File: config.mk
export PLATFORM = sky130hd
export DESIGN_NAME = seq_shift_add_mult
export DESIGN_NICKNAME = d
export VERILOG_FILES = /design/src/rtl/seq_shift_add_mult.sv
export SDC_FILE = /design/constraint.sdc
export NUM_CORES = 1
export LEC_CHECK = 0
export CORE_AREA = 4 4 89 91
export DETAILED_ROUTE_END_ITERATION = 7
export DIE_AREA = 0 0 93 95
export GPL_ROUTABILITY_DRIVEN = 0
export GPL_TIMING_DRIVEN = 0
export HOLD_SLACK_MARGIN = 0.06
export PLACE_DENSITY = 0.76
export SLEW_MARGIN = 20
export SYNTH_ARGS = -nofsm -noshare
export SYNTH_HDL_FRONTEND = slang
export SYNTH_SLANG_ARGS = --single-unit
File: constraint.sdc
create_clock -name clk -period 3.9 [get_ports clk]
set_input_delay 0.585 -clock clk [delete_from_list [all_inputs] [get_ports clk]]
set_output_delay 0.585 -clock clk [all_outputs]
set_load 0.005 [all_outputs]
File: src/rtl/seq_shift_add_mult.sv
// Sequential shift-add multiplier: one multiplier bit per cycle, unsigned or
// two's-complement operands, valid/ready handshake on both sides.
//
// state | meaning
// IDLE  | waiting for operands, in_ready high
// CALC  | one partial product per cycle, WIDTH cycles total
// DONE  | product held with out_valid high until out_ready
module seq_shift_add_mult #(
    parameter int WIDTH = 8
) (
    input  logic                 clk,
    input  logic                 rst_n,
    input  logic                 in_valid,
    output logic                 in_ready,
    input  logic [WIDTH-1:0]     a,
    input  logic [WIDTH-1:0]     b,
    input  logic                 signed_mode,
    output logic                 out_valid,
    input  logic                 out_ready,
    output logic [2*WIDTH-1:0]   product
);

    localparam int CW = $clog2(WIDTH);

    typedef enum logic [1:0] {IDLE, CALC, DONE} state_t;

    state_t               state, state_nxt;
    logic [WIDTH-1:0]     mcand, mplier;
    logic [WIDTH-1:0]     a_mag, b_mag;
    logic [2*WIDTH-1:0]   acc, acc_sum, partial;
    logic [CW-1:0]        cnt;
    logic                 sign, last, accept;

    assign accept  = in_valid && in_ready;
    assign last    = (cnt == CW'(WIDTH-1));
    // Magnitude of the most negative value wraps to itself, which read as
    // unsigned is exactly 2^(WIDTH-1).
    assign a_mag   = (signed_mode && a[WIDTH-1]) ? -a : a;
    assign b_mag   = (signed_mode && b[WIDTH-1]) ? -b : b;
    assign partial = mplier[0] ? ({{WIDTH{1'b0}}, mcand} << cnt) : '0;
    assign acc_sum = acc + partial;

    always_ff @(posedge clk) begin
        if (!rst_n) begin
            state <= IDLE;
        end else begin
            state <= state_nxt;
        end
    end

    always_comb begin
        state_nxt = state;
        case (state)
            IDLE:    if (accept)    state_nxt = CALC;
            CALC:    if (last)      state_nxt = DONE;
            DONE:    if (out_ready) state_nxt = IDLE;
            default:                state_nxt = IDLE;
        endcase
    end

    always_comb begin
        in_ready  = (state == IDLE);
        out_valid = (state == DONE);
    end

    always_ff @(posedge clk) begin
        if (!rst_n) begin
            mcand   <= '0;
            mplier  <= '0;
            acc     <= '0;
            cnt     <= '0;
            sign    <= 1'b0;
            product <= '0;
        end else begin
            case (state)
                IDLE: begin
                    if (accept) begin
                        mcand  <= a_mag;
                        mplier <= b_mag;
                        sign   <= signed_mode && (a[WIDTH-1] ^ b[WIDTH-1]);
                        acc    <= '0;
                        cnt    <= '0;
                    end
                end
                CALC: begin
                    acc    <= acc_sum;
                    mplier <= mplier >> 1;
                    cnt    <= cnt + CW'(1);
                    if (last) begin
                        product <= sign ? -acc_sum : acc_sum;
                    end
                end
                default: ;
            endcase
        end
    end

endmodule

==> key figures, run 1 <==
Yosys
  • Sequential cell area fraction in the yosys report: 29.64%
  • Post-synth EDFFs: 0
  • Main combinational cell family by area after synthesis: compound AO/OA/AOI/OAI gates
  • Ys async rst share: 0%
  • Synth Flop Type: dfxtp_1
  • #FFs+latches synth: 54
  • Syn avg cell area: 7.860 µm²
  • Post-synthesis cell area: 3647 µm²
  • Post-Syn Instances: 464
  • Post-synthesis mux area share: 3.156%
  • Synth Area in Simple Gates: 21.58%
  • Adder-cell share of the synthesized area: 7.410%
  • Synth Area in XOR/XNOR: 8.370%
  • Synth Area in Compound Gates: 25.35%
  • Synth warnings: 0
  • Syn nets: 506
  • Synth cell types: 57

Power
  • Max VDD drop: 139.3 µV
  • P_leak: 1.753 nW
  • Pwr Density: 265.2 nW/µm²

Clock network
  • Clk root buf: clkbuf_8
  • CTS Buf Count: 5
  • # clock sinks: 54
  • Clock transition at path regs: 0.11 ns
  • Clock tree from TritonCTS: built
  • CTS Buffer Depth: 2
  • Worst-Skew Late Latency: 0.32 ns
  • H-tree Lvls: 2

Setup path
  • Crit Reg-Reg Startpoint: cnt[1]
  • Critical Path RT: 4.10 ns
  • CP max stage cell: or4_4
  • Crit-path max FO: 10
  • Worst setup SP type: register
  • CP peak stage delay: 0.61 ns
  • Critical path depth: 17
  • Crit path cell chain: buf_8 > mux2i_1 > nand2_1 > o21ai_1 > nor2_1 > o21a_1 > ha_1 > buf_2 > and4_1 > nand2_1 > a21oi_2 > a31o_2 > a21oi_1 > or4_4 > o31ai_4 > xor2_1 > a21oi_1
  • Crit path DAT: 4.03 ns
  • WP buf/inv: 2
  • Reg2Reg Depth: 17
  • Crit path capture type: register
  • Crit Path Category: register to register
  • CP delay by family, top: compound AO/OA/AOI/OAI gates
  • CP Launch Point: cnt[1]

Outcome
  • Outcome: finished clean

Job
  • MaxCap Viol Count: 0

Layout
  • Most frequent cells in the layout: nor2_1, nand2_1, dfxtp_1, a21oi_1, clkdlybuf4s50_1
  • Antenna diode count: 0
  • Layout Utilization: 63.97%
  • Finished Layout Cells: 620
  • Share of cells above drive strength 1: 14.01%
  • Synthesis-to-finish area growth: 25.18%
  • Layout Nets: 562

STA
  • Setup-failing EPs final: 0
  • Clock skew: 0.01293 ns
  • Crit share post-route: 98.25%
  • F_max: 261.0 MHz
  • WHS: 0.4555 ns
  • Rel. slew slack: 56.99%
  • Final min period: 3.832 ns
  • RSZ-0062 raised after global routing: true
  • Slew Limit Fails: 0
  • Final hold vios: 0
  • Least-Margin Pin Slew: 0.6452 ns
  • Setup slack after layout: 0.06822 ns

Drt
  • DRC viols: 0
  • Wirelength, routed: 9.960 mm
  • First drt pass iteration count: 5
  • Via density: 5.823
  • DR vias: 3610
  • Routed len/inst: 16.06 µm
  • Initial DRC count: 234
  • Post-route ant nets: 0

Floorplanning
  • I/O pins: 39
  • Num rows: 31
  • Initial core utilization: 51.10%
  • Die height: 95 µm
  • Full die area: 8835 µm²
  • Total core area: 7137 µm²
  • Die W: 93 µm

Placed design
  • Setup WS pre-CTS: -0.5453 ns
  • Placed Cells: 601
  • Input/output buffers: 38
  • Hpwl dp: 7.349 mm

Hold path
  • Worst hold stages: 2
  • Min-delay src: mplier[3]
  • HP Class: register to register

Global routing
  • Antenna violations before repair: 0
  • GRT Residual Overflow: 0
  • Total track usage: 21.63%
  • First-pass GRT wire length: 15.37 mm
  • Vias in the first global route: 3270
  • Largest net degree at the start of global routing: 19
-- area by class of cell --
class / instances / area, µm²
multi-input combinational: 369 / 2581
clock inverter: 3 / 47.55
sequential: 54 / 1090
buffer: 24 / 116.4
tap: 99 / 123.9
clock buffer: 5 / 68.82
inverter: 14 / 52.55
timing repair buffer: 52 / 485.5
fill: 667 / 2571
-- where the power goes --
group	leakage [nW]	switching (mW)	internal [mW]	total, mW
Sequential	0.440	0.0186	0.567	0.586
Combinational	1.25	0.129	0.0942	0.224
Clock	0.0587	0.207	0.195	0.402
-- worst paths after layout --
path / slack (ns) / end
max: 0.07 / product[15]
min: 0.46 / mplier[2]
max reg2reg: 0.07 / product[15]
min reg2reg: 0.46 / mplier[2]
-- stage by stage --
step	instance area, µm²	TNS, ns	power, mW
after global routing	4566	-0.1842	1.250
after detailed placement	4151	-2.271	0.7952
final	4566	0	1.211
after floorplan	3647	0	0.7231
after CTS	4338	0	1.182
after global placement	4151	-1.979	0.7901
-- synthesized netlist by cell type (2+ instances only) --
cell type / instances / area share (%)
a31oi_1: 4 / 0.69
or4_4: 3 / 0.93
nand3b_1: 2 / 0.41
a22oi_1: 10 / 2.1
a21oi_1: 50 / 6.9
nand4_1: 3 / 0.51
nor4_1: 3 / 0.51
xnor2_1: 15 / 3.6
mux2i_1: 7 / 1.9
dfxtp_1: 54 / 30
a31o_2: 2 / 0.48
a21o_1: 8 / 1.6
nor3_1: 9 / 1.2
and3_1: 6 / 1.0
a21boi_0: 2 / 0.41
buf_2: 2 / 0.27
nand3_1: 18 / 2.5
nor2b_1: 6 / 1.0
xor2_1: 18 / 4.3
a311oi_1: 3 / 0.72
nor2_1: 54 / 5.6
mux2_2: 4 / 1.2
o21a_1: 3 / 0.62
ha_1: 20 / 6.9
nand2_1: 52 / 5.4
and2_1: 5 / 0.86
o21ai_0: 14 / 1.9
inv_1: 14 / 1.4
o21ai_1: 2 / 0.27
nand2b_1: 4 / 0.69
o31ai_1: 4 / 0.82
o31ai_2: 2 / 0.69
a211oi_1: 15 / 3.1
clkbuf_1: 23 / 2.4
-- worst register-to-register path, cell delays in order, from the launching register on --
cell and delay [ns]:
dfxtp_4 0.42, buf_8 0.16, mux2i_1 0.22, nand2_1 0.08
o21ai_1 0.13, nor2_1 0.06, o21a_1 0.18, ha_1 0.27
buf_2 0.22, and4_1 0.26, nand2_1 0.09, a21oi_2 0.23
a31o_2 0.22, a21oi_1 0.10, or4_4 0.61, o31ai_4 0.21
xor2_1 0.19, a21oi_1 0.08
-- timing repair --
action,4_1_cts,5_1_grt
gates resized for setup,13,32
hold buffers,0,0
pin swaps,5,12
setup buffers,3,11
hold endpoints to repair,0,0
setup endpoints to repair,8,8
-- kinds of logic after synthesis --
kind of cell             count (synthesis)
AND/OR/NAND/NOR                        170
AO/OA/AOI/OAI                          133
flip-flops                              54
buffers and inverters                   41
XOR/XNOR                                34
adder cells (fa/ha/maj)                 21
multiplexers                            11
-- flip-flops by register name (all words and copies together) (netlist names) --
name,flops
acc,16
product,16
mcand,8
mplier,8
cnt,3
state,2
sign,1
-- layer usage --
layer | wire (µm) | part of all wire (%) | global-route usage [%]
met4 | 191 | 1.9 | 6.105
met3 | 410 | 4.1 | 2.550
met2 | 5058 | 51 | 39.23
met5 | 0 | 0 | 0
met1 | 4299 | 43 | 26.96
No activity file was read; power rests on OpenSTA's default activity.
==> run 2, diff against run 1 <==
- TNS_END_PERCENT: default -> 5
==> results of run 2 <==
Final layout, timing and power as in run 1 (identical DEF).
==> run 3, diff against run 2 <==
- CORE_AREA: 4 4 89 91 -> 2 2 87 89
- CTS_CLUSTER_SIZE: default -> 24
- DIE_AREA: 0 0 93 95 -> 0 0 89 91
==> run 3 against run 2 <==
First-iteration DRC count is 1.3% lower. Non-clock buffer count is 3 lower. Combinational power is 4% lower. Hold slack better by 0.00050 ns. Via count is 1.9% lower. Sequential share of layout area is 0.16 points higher. Clock-buffer cell count stayed put. Routed wire length is 4.9% lower. Sequential power hardly changed.
==> key figures, run 3 (synthesized netlist as in run 1, its figures left out) <==
Setup path
  • Critical Path RT: 4.10 ns
  • Most frequent CP cell: a21oi_1
  • WP buf/inv: 1
  • Crit path cell chain: mux2_4 > nor2_2 > a21oi_2 > a21oi_1 > nor2b_1 > ha_1 > buf_6 > and3_1 > a221oi_4 > o21ai_1 > xnor2_2 > o2111ai_2 > or4_4 > o31ai_4 > xor2_1 > a21oi_1
  • Crit path DAT: 4.06 ns
  • CP peak stage delay: 0.57 ns
  • CP max stage cell: or4_4
  • Critical path depth: 16
  • Worst setup SP type: register
  • Reg2Reg Depth: 16
  • Crit path capture type: register
  • Crit-path max FO: 7
  • Crit Path Category: register to register
  • CP delay by family, top: compound AO/OA/AOI/OAI gates

Drt
  • Initial DRC count: 231
  • Via density: 5.742
  • DRC viols: 0
  • Routed len/inst: 15.35 µm
  • DR vias: 3543
  • Post-route ant nets: 0
  • Wirelength, routed: 9.473 mm
  • First drt pass iteration count: 4

Global routing
  • GRT Max-Usage Layer: met2
  • Met2 GRT Util: 42.48%
  • GR met3 Demand/Resource: 3.636%
  • Met1 usage: 30.25%
  • GRT Residual Overflow: 0
  • First-pass GRT wire length: 15.62 mm
  • Vias in the first global route: 3397
  • Largest net degree at the start of global routing: 19
  • Total track usage: 24.06%
  • Antenna violations before repair: 0

Clock network
  • # hold bufs at CTS: 0
  • CTS Buffer Depth: 2
  • Worst-Skew Late Latency: 0.32 ns
  • Clk root buf: clkbuf_8
  • CTS Buf Count: 5
  • Clock tree from TritonCTS: built
  • Clock transition at path regs: 0.11 ns
  • # clock sinks: 54
  • H-tree Lvls: 2

STA
  • Crit share post-route: 98.91%
  • Final hold vios: 0
  • Slew Limit Fails: 0
  • Rel. slew slack: 57.20%
  • WHS: 0.4560 ns
  • Final min period: 3.858 ns
  • Setup-failing EPs final: 0
  • F_max: 259.2 MHz
  • Least-Margin Pin Slew: 0.6420 ns
  • Clock skew: 0.01327 ns

Layout
  • Commonest non-fill, non-tap cell in the layout: nor2_1
  • Synthesis-to-finish area growth: 24.19%
  • Layout Utilization: 63.46%
  • Layout Nets: 559
  • Largest regs: acc (16), product (16)
  • Antenna diode count: 0
  • Share of cells above drive strength 1: 12.74%
  • Layout fillers: 639
  • Most frequent cells in the layout: nor2_1, nand2_1, dfxtp_1, a21oi_1, clkdlybuf4s50_1

Floorplanning
  • I/O pins: 39
  • Die W: 89 µm
  • Num rows: 31
  • Die height: 91 µm
  • Initial core utilization: 51.10%
  • Full die area: 8099 µm²
  • Total core area: 7137 µm²

Power
  • Seq pwr share: 48.8%
  • P_int: 0.8506 mW
  • Sw Share: 28.95%
  • P_leak: 1.726 nW
  • Max VDD drop: 145.4 µV
  • Comb power frac: 18.0%
  • Net Switching: 0.3465 mW
  • Pwr Density: 264.3 nW/µm²
  • Clock share of power: 33.2%

Placed design
  • Input/output buffers: 38
  • Hpwl dp: 7.169 mm

Outcome
  • Outcome: finished clean

Job
  • MaxCap Viol Count: 0

Hold path
  • Worst hold stages: 2
  • HP Class: register to register
## run 3: cell types whose count changed in the layout (fill, tap and decap cells not counted), moves of 2 or more
cell / before / now
buf_4: 14 / 11
a21oi_2: 3 / 5
mux2i_1: 4 / 6
mux2i_2: 2 / 0
## run 3: per-layer routing
metal | vias up | part of all wire [%]
met2 | 96 | 49
li1 | 1770 | -
met1 | 1658 | 43
met3 | 19 | 5.9
met5 | - | 0
met4 | 0 | 2.1
## run 3: final cells by class
cell class              count  area [µm²]  area share, %
multi-input cells         369        2567          56.69
flip-flops and latches     54        1089          24.03
repair buffers             49       462.9          10.22
well taps                  99       123.9          2.735
plain buffers              24       117.6          2.597
clock buffers               5       68.82          1.519
inverters                  14       52.55          1.160
clock inverters             3       47.55          1.050
## run 3: final timing paths
check | start | to | slack [ns]
max | cnt[1] | product[15] | 0.04
min | mplier[3] | mplier[2] | 0.46
max reg2reg | cnt[1] | product[15] | 0.04
min reg2reg | mplier[3] | mplier[2] | 0.46
## run 3: timing repair
item	in CTS	in global routing
pin swaps	3	15
setup endpoints to repair	8	7
setup buffers	2	9
gates resized for setup	12	30
gates cloned	0	0
## run 3: metrics by stage
stage	worst slack, ns	TNS (ns)	instance area [µm²]	std cells	power, mW
after CTS	0.01358	0	4330	609	1.185
after global placement	-0.4709	-1.900	4151	601	0.7903
after global routing	-0.04955	-0.09445	4529	617	1.251
after detailed placement	-0.4976	-2.369	4151	601	0.7943
after floorplan	0.005120	0	3647	464	0.7231
final	0.04244	0	4529	617	1.197
## run 3: tightest hold or removal path, stage by stage (launching register included)
cell     delay, ns
dfxtp_1       0.32
nand2_1       0.05
a21oi_1       0.05
## run 3: power groups by stage
stage	Combinational [mW]	Clock (mW)	Sequential, mW
global placement	0.199	0	0.592
finish	0.215	0.397	0.584
global route	0.238	0.426	0.587
CTS	0.202	0.402	0.581
detailed placement	0.203	0	0.592
floorplan	0.135	0	0.588
